===== src/rtl/pipeline_wb_skid.sv =====
`default_nettype none
// +------------------------------------------------------------------------+
// | Module  : pipeline_wb_skid                                             |
// | Brief   : Two-entry skid buffer in front of writeback, with flush and  |
// |           age-based selective squash.                                  |
// | Revision: 1.0                                                          |
// +------------------------------------------------------------------------+
module pipeline_wb_skid #(
  parameter int DATA_WIDTH      = 32,
  parameter int FREE_LIST_WIDTH = 3,
  parameter int VREG_WIDTH      = 5,
  parameter int PREG_WIDTH      = 6,
  parameter int CP0_ADDR_WIDTH  = 5
) (
  input  logic                       clk,
  input  logic                       rst_n,
  input  logic                       flush,
  input  logic                       global_flush,
  input  logic                       kill_valid,
  input  logic [FREE_LIST_WIDTH-1:0] kill_index,
  input  logic [FREE_LIST_WIDTH-1:0] al_head,
  input  logic                       in_valid,
  output logic                       in_ready,
  input  logic                       wb_reg_in,
  input  logic                       wb_cp0_in,
  input  logic [DATA_WIDTH-1:0]      reg_write_in,
  input  logic [VREG_WIDTH-1:0]      virtual_write_addr_in,
  input  logic [PREG_WIDTH-1:0]      physical_write_addr_in,
  input  logic [FREE_LIST_WIDTH-1:0] active_list_index_in,
  input  logic [CP0_ADDR_WIDTH-1:0]  cp0_write_addr_in,
  input  logic [DATA_WIDTH-1:0]      cp0_write_in,
  output logic                       out_valid,
  input  logic                       out_ready,
  output logic                       wb_reg_out,
  output logic                       wb_cp0_out,
  output logic [DATA_WIDTH-1:0]      reg_write_out,
  output logic [VREG_WIDTH-1:0]      virtual_write_addr_out,
  output logic [PREG_WIDTH-1:0]      physical_write_addr_out,
  output logic [FREE_LIST_WIDTH-1:0] active_list_index_out,
  output logic [CP0_ADDR_WIDTH-1:0]  cp0_write_addr_out,
  output logic [DATA_WIDTH-1:0]      cp0_write_out
);

  typedef struct packed {
    logic                       wb_reg;
    logic                       wb_cp0;
    logic [DATA_WIDTH-1:0]      reg_data;
    logic [VREG_WIDTH-1:0]      vaddr;
    logic [PREG_WIDTH-1:0]      paddr;
    logic [FREE_LIST_WIDTH-1:0] tag;
    logic [CP0_ADDR_WIDTH-1:0]  cp0_addr;
    logic [DATA_WIDTH-1:0]      cp0_data;
  } beat_t;

  // Age is the distance from the active-list head, so ordering survives index wrap.
  function automatic logic f_younger(input logic [FREE_LIST_WIDTH-1:0] i_tag,
                                     input logic [FREE_LIST_WIDTH-1:0] i_kill,
                                     input logic [FREE_LIST_WIDTH-1:0] i_head);
    logic [FREE_LIST_WIDTH-1:0] w_age_tag;
    logic [FREE_LIST_WIDTH-1:0] w_age_kill;
    w_age_tag  = i_tag - i_head;
    w_age_kill = i_kill - i_head;
    return w_age_tag > w_age_kill;
  endfunction

  beat_t r_main, r_skid;
  logic  r_main_valid, r_skid_valid, r_in_ready;

  beat_t w_in, w_out, w_main_nx, w_skid_nx;
  logic  w_main_valid_nx, w_skid_valid_nx;
  logic  w_flush, w_accept, w_xfer;
  logic  w_kill_main, w_kill_skid, w_kill_in;
  logic  w_main_live, w_skid_live, w_in_live;

  assign w_in = {wb_reg_in, wb_cp0_in, reg_write_in, virtual_write_addr_in,
                 physical_write_addr_in, active_list_index_in,
                 cp0_write_addr_in, cp0_write_in};

  assign w_flush  = flush || global_flush;
  assign w_accept = in_valid && r_in_ready;
  assign w_xfer   = r_main_valid && out_ready;

  // SKID is always younger than MAIN, so losing MAIN must take SKID with it.
  assign w_kill_main = kill_valid && r_main_valid && f_younger(r_main.tag, kill_index, al_head);
  assign w_kill_skid = kill_valid && r_skid_valid &&
                       (w_kill_main || f_younger(r_skid.tag, kill_index, al_head));
  assign w_kill_in   = kill_valid && f_younger(active_list_index_in, kill_index, al_head);

  assign w_main_live = r_main_valid && !w_kill_main;
  assign w_skid_live = r_skid_valid && !w_kill_skid;
  assign w_in_live   = w_accept && !w_kill_in;

  always_comb begin
    w_main_valid_nx = r_main_valid;
    w_main_nx       = r_main;
    w_skid_valid_nx = w_skid_live;
    w_skid_nx       = r_skid;
    if (w_flush) begin
      w_main_valid_nx = 1'b0;
      w_skid_valid_nx = 1'b0;
    end else if (!w_main_live || w_xfer) begin
      if (w_skid_live) begin
        w_main_valid_nx = 1'b1;
        w_main_nx       = r_skid;
        w_skid_valid_nx = w_in_live;
        w_skid_nx       = w_in;
      end else begin
        w_main_valid_nx = w_in_live;
        w_main_nx       = w_in;
        w_skid_valid_nx = 1'b0;
      end
    end else if (w_in_live) begin
      w_skid_valid_nx = 1'b1;
      w_skid_nx       = w_in;
    end
  end

  always_ff @(posedge clk or negedge rst_n) begin
    if (!rst_n) begin
      r_main_valid <= 1'b0;
      r_skid_valid <= 1'b0;
      r_in_ready   <= 1'b1;
      r_main       <= '0;
      r_skid       <= '0;
    end else begin
      r_main_valid <= w_main_valid_nx;
      r_skid_valid <= w_skid_valid_nx;
      r_in_ready   <= !w_skid_valid_nx;
      r_main       <= w_main_nx;
      r_skid       <= w_skid_nx;
    end
  end

  assign w_out = r_main_valid ? r_main : '0;

  assign in_ready                = r_in_ready;
  assign out_valid               = r_main_valid;
  assign wb_reg_out              = w_out.wb_reg;
  assign wb_cp0_out              = w_out.wb_cp0;
  assign reg_write_out           = w_out.reg_data;
  assign virtual_write_addr_out  = w_out.vaddr;
  assign physical_write_addr_out = w_out.paddr;
  assign active_list_index_out   = w_out.tag;
  assign cp0_write_addr_out      = w_out.cp0_addr;
  assign cp0_write_out           = w_out.cp0_data;

endmodule
`default_nettype wire


===== config.mk =====
export PLATFORM = sky130hd
export DESIGN_NAME = pipeline_wb_skid
export DESIGN_NICKNAME = d
export VERILOG_FILES = /design/src/rtl/pipeline_wb_skid.sv
export SDC_FILE = /design/constraint.sdc
export NUM_CORES = 1
export LEC_CHECK = 0
export CORE_MARGIN = 2
export CORE_UTILIZATION = 65
export DETAILED_ROUTE_END_ITERATION = 16
export DONT_BUFFER_PORTS = 1
export PLACE_DENSITY = 0.82
export SYNTH_ARGS = -nofsm -noshare
export SYNTH_HDL_FRONTEND = slang
export SYNTH_SLANG_ARGS = --single-unit

===== constraint.sdc =====
create_clock -name clk -period 4.8 [get_ports clk]
set_input_delay 0.72 -clock clk [delete_from_list [all_inputs] [get_ports clk]]
set_output_delay 0.72 -clock clk [all_outputs]
set_load 0.005 [all_outputs]

==> results.cfg <==
[placed_design]
post-place-ws_ps = 494
portBuffers = 0
place_congestion = 0.815
place_inst = 851
hpwl_um = 11600

[worst_hold_path]
hold_path_class = primary input to asynchronous set/reset pin

[finish]
multiInputGateArea_um2 = 3430
seq_area_um2 = 4330
drive_gt1_share_pct = 19.0
fillers = 892
nets = 810
antenna-diode-count = 0
syn2layout_area_growth_pct = 8.31
layout_commonest_cell = dfrtp_1
layout_common_cells = dfrtp_1 (171), inv_1 (96), a21oi_1 (88)
layoutNonFillerInstCount = 884

[clock_network]
cts_root_buffer = clkbuf_16
cts_max_level = 4
clkLatencyLatePin_ps = 420
cts.sinks = 173
cts_resized = 0
cts_tree = done
ctsHoldBuffers = 1
cts_buffer_depth = 2
cts_buffers = 17
clk_pin_slew_ps = 60
cts_setup_buffers = 0

[grt]
grt_pass1_wl_um = 31100
grt_start_max_net_pins = 173
track_usage_pct = 28.1
grt_pass1_vias = 5894
grt_antenna_before_repair = 0
grt_overflow_total = 0

[worst_setup_path]
required_ps = 5090
crit_fanout = 62
rr_endpoint = r_main[41]$_DFFE_PN0P_
regToRegStartpoint = r_main[37]$_DFFE_PN0P_
r2r_cells = 14
end_kind = flip-flop
cp-start-kind = flip-flop
r2r_slack_ps = 890
critPathArrivalTime_ps = 4200
path_class = flip-flop to flip-flop

[sta]
finalCriticalPeriod_ps = 3910
finClkSkew_ps = 6.26
relSlewSlack_pct = 24.5
drv_slew = 0
setup_viol = 0
rsz0062_at_grt = no
finalHoldViolations = 0
finalCritPeriodShare_pct = 81.5
fin_tns_setup_ps = 0
worst_slack_ps = 890
worstMarginPinSlew_ps = 1130
fmax_mhz = 256

[logic_synthesis]
synth-seq-cells = 173
ys_seq_area_share_pct = 51.6
synth.distinct_cells = 41
ys.warnings.count = 0
syn_nets = 839
synthAdderAreaFrac_pct = 2.30
async_flop_share_pct = 100
synth-edff-count = 0
ys.flop_type = dfrtp_1
avgSynthCellArea_um2 = 11.5
syn_inst = 728
synth_top_family_by_area = compound AO/OA/AOI/OAI gates
yosys.area_share.simple_pct = 7.63
synth_mux_area_share_pct = 13.6
synthXorXnorAreaFrac_pct = 1.24
synth_area_um2 = 8390
synth_compound_area_share_pct = 15.7

[drt]
initialDrtViolationCount = 516
first_pass_iters = 5
via_count = 5609
wl_per_cell_um = 21.4
drcViolationCount = 0
postRouteAntennaNets = 0
via_per_inst = 6.35
routed_wirelength_um = 18900

[power]
power_density_nw_per_um2 = 452
ir_worst_vdd_uv = 278
power.static_leakage_uw = 0.00437

[die]
die_area_um2 = 13800
die_h_um = 118
io_pins = 185
die_w_um = 118
start_util_pct = 66.5
rows = 41
coreArea_um2 = 12600

[flow_run]
cap_violations = 0

[outcome]
status = finished clean
==> critical path, cell delays in order, from the launching register on <==
cell	delay (ps)
dfrtp_1	420
inv_1	70
ha_1	130
inv_1	40
fa_1	380
xor2_1	170
xnor2_1	140
ha_1	300
nor2_1	40
a31oi_1	220
and3_1	230
o31ai_1	130
o31ai_4	970
buf_12	380
a21oi_1	130
==> flip-flops by register name (all words and copies together) (netlist names) <==
name / count
out_valid: 1
in_ready: 1
r_skid: 85
r_main: 85
r_skid_valid: 1
==> per-stage QoR <==
stage / instance area (µm²) / power (µW) / util, % / hold WS, ps
2_1_floorplan: 8390 / 2460 / - / 424
3_3_place_gp: 8420 / 2570 / 66.7 / 429
6_report: 9090 / 4110 / 72.0 / 143
3_5_place_dp: 8420 / 2640 / 66.7 / 429
4_1_cts: 9090 / 4130 / 72.0 / 119
5_1_grt: 9090 / 4310 / 72.0 / 117
==> cells in the mapped netlist, types with 2 or more instances <==
master,count,area (µm²)
dfrtp_1,172,4300
inv_1,96,360
a21oi_1,88,440
and2_1,86,538
o32ai_1,85,744
mux2_4,49,736
mux2_2,35,394
clkbuf_1,32,120
buf_2,16,80.1
ha_1,9,113
nor2_1,6,22.5
xnor2_1,6,52.6
buf_8,5,75.1
fa_1,4,80.1
nand2b_1,4,25.0
xor2_1,4,35.0
a31oi_1,3,18.8
and3_1,2,12.5
buf_1,2,7.51
nand2_1,2,7.51
nand3_1,2,10.0
==> area by class of cell <==
cell class	count	share of cell area (%)
flip-flops and latches	173	47.7
multi-input cells	402	37.7
clock buffers	23	5.59
inverters	96	3.97
well taps	172	2.37
clock inverters	9	1.45
repair buffers	9	1.24
==> where the power goes <==
group	leakage [µW]	internal, µW	switching (µW)
Sequential	0.00214	1750	176
Combinational	0.00192	351	370
Clock	0.000307	902	555
==> cell families (layout without fill, tap and decap cells) <==
family / Yosys count / count (layout)
compound gates: 187 / 187
flops: 173 / 173
buf+inv: 153 / 137
simple gates: 106 / 106
mux: 85 / 85
fa+ha+maj: 13 / 13
xor+xnor: 11 / 11
==> per-layer routing <==
| metal | vias to the layer above | global-route usage, % | wire (µm) |
|---|---|---|---|
| li1 | 2493 | - | - |
| met1 | 2857 | 35.7 | 7600 |
| met2 | 228 | 46.4 | 9370 |
| met3 | 31 | 8.91 | 1570 |
| met4 | 0 | 8.66 | 354 |
| met5 | - | 0 | 0 |
==> worst max-delay path by stage <==
stage	start	end	slack, ps
5_1_grt	r_main[37]$_DFFE_PN0P_	r_main[56]$_DFFE_PN0P_	690
4_1_cts	r_main[37]$_DFFE_PN0P_	r_main[41]$_DFFE_PN0P_	920
2_1_floorplan	kill_index[0]	r_skid[10]$_DFFE_PN0P_	1170
3_5_place_dp	kill_index[0]	r_main[66]$_DFFE_PN0P_	490
6_report	r_main[37]$_DFFE_PN0P_	r_main[41]$_DFFE_PN0P_	890
3_3_place_gp	kill_index[0]	r_main[72]$_DFFE_PN0P_	650
Power figures use the tool's default switching activity.
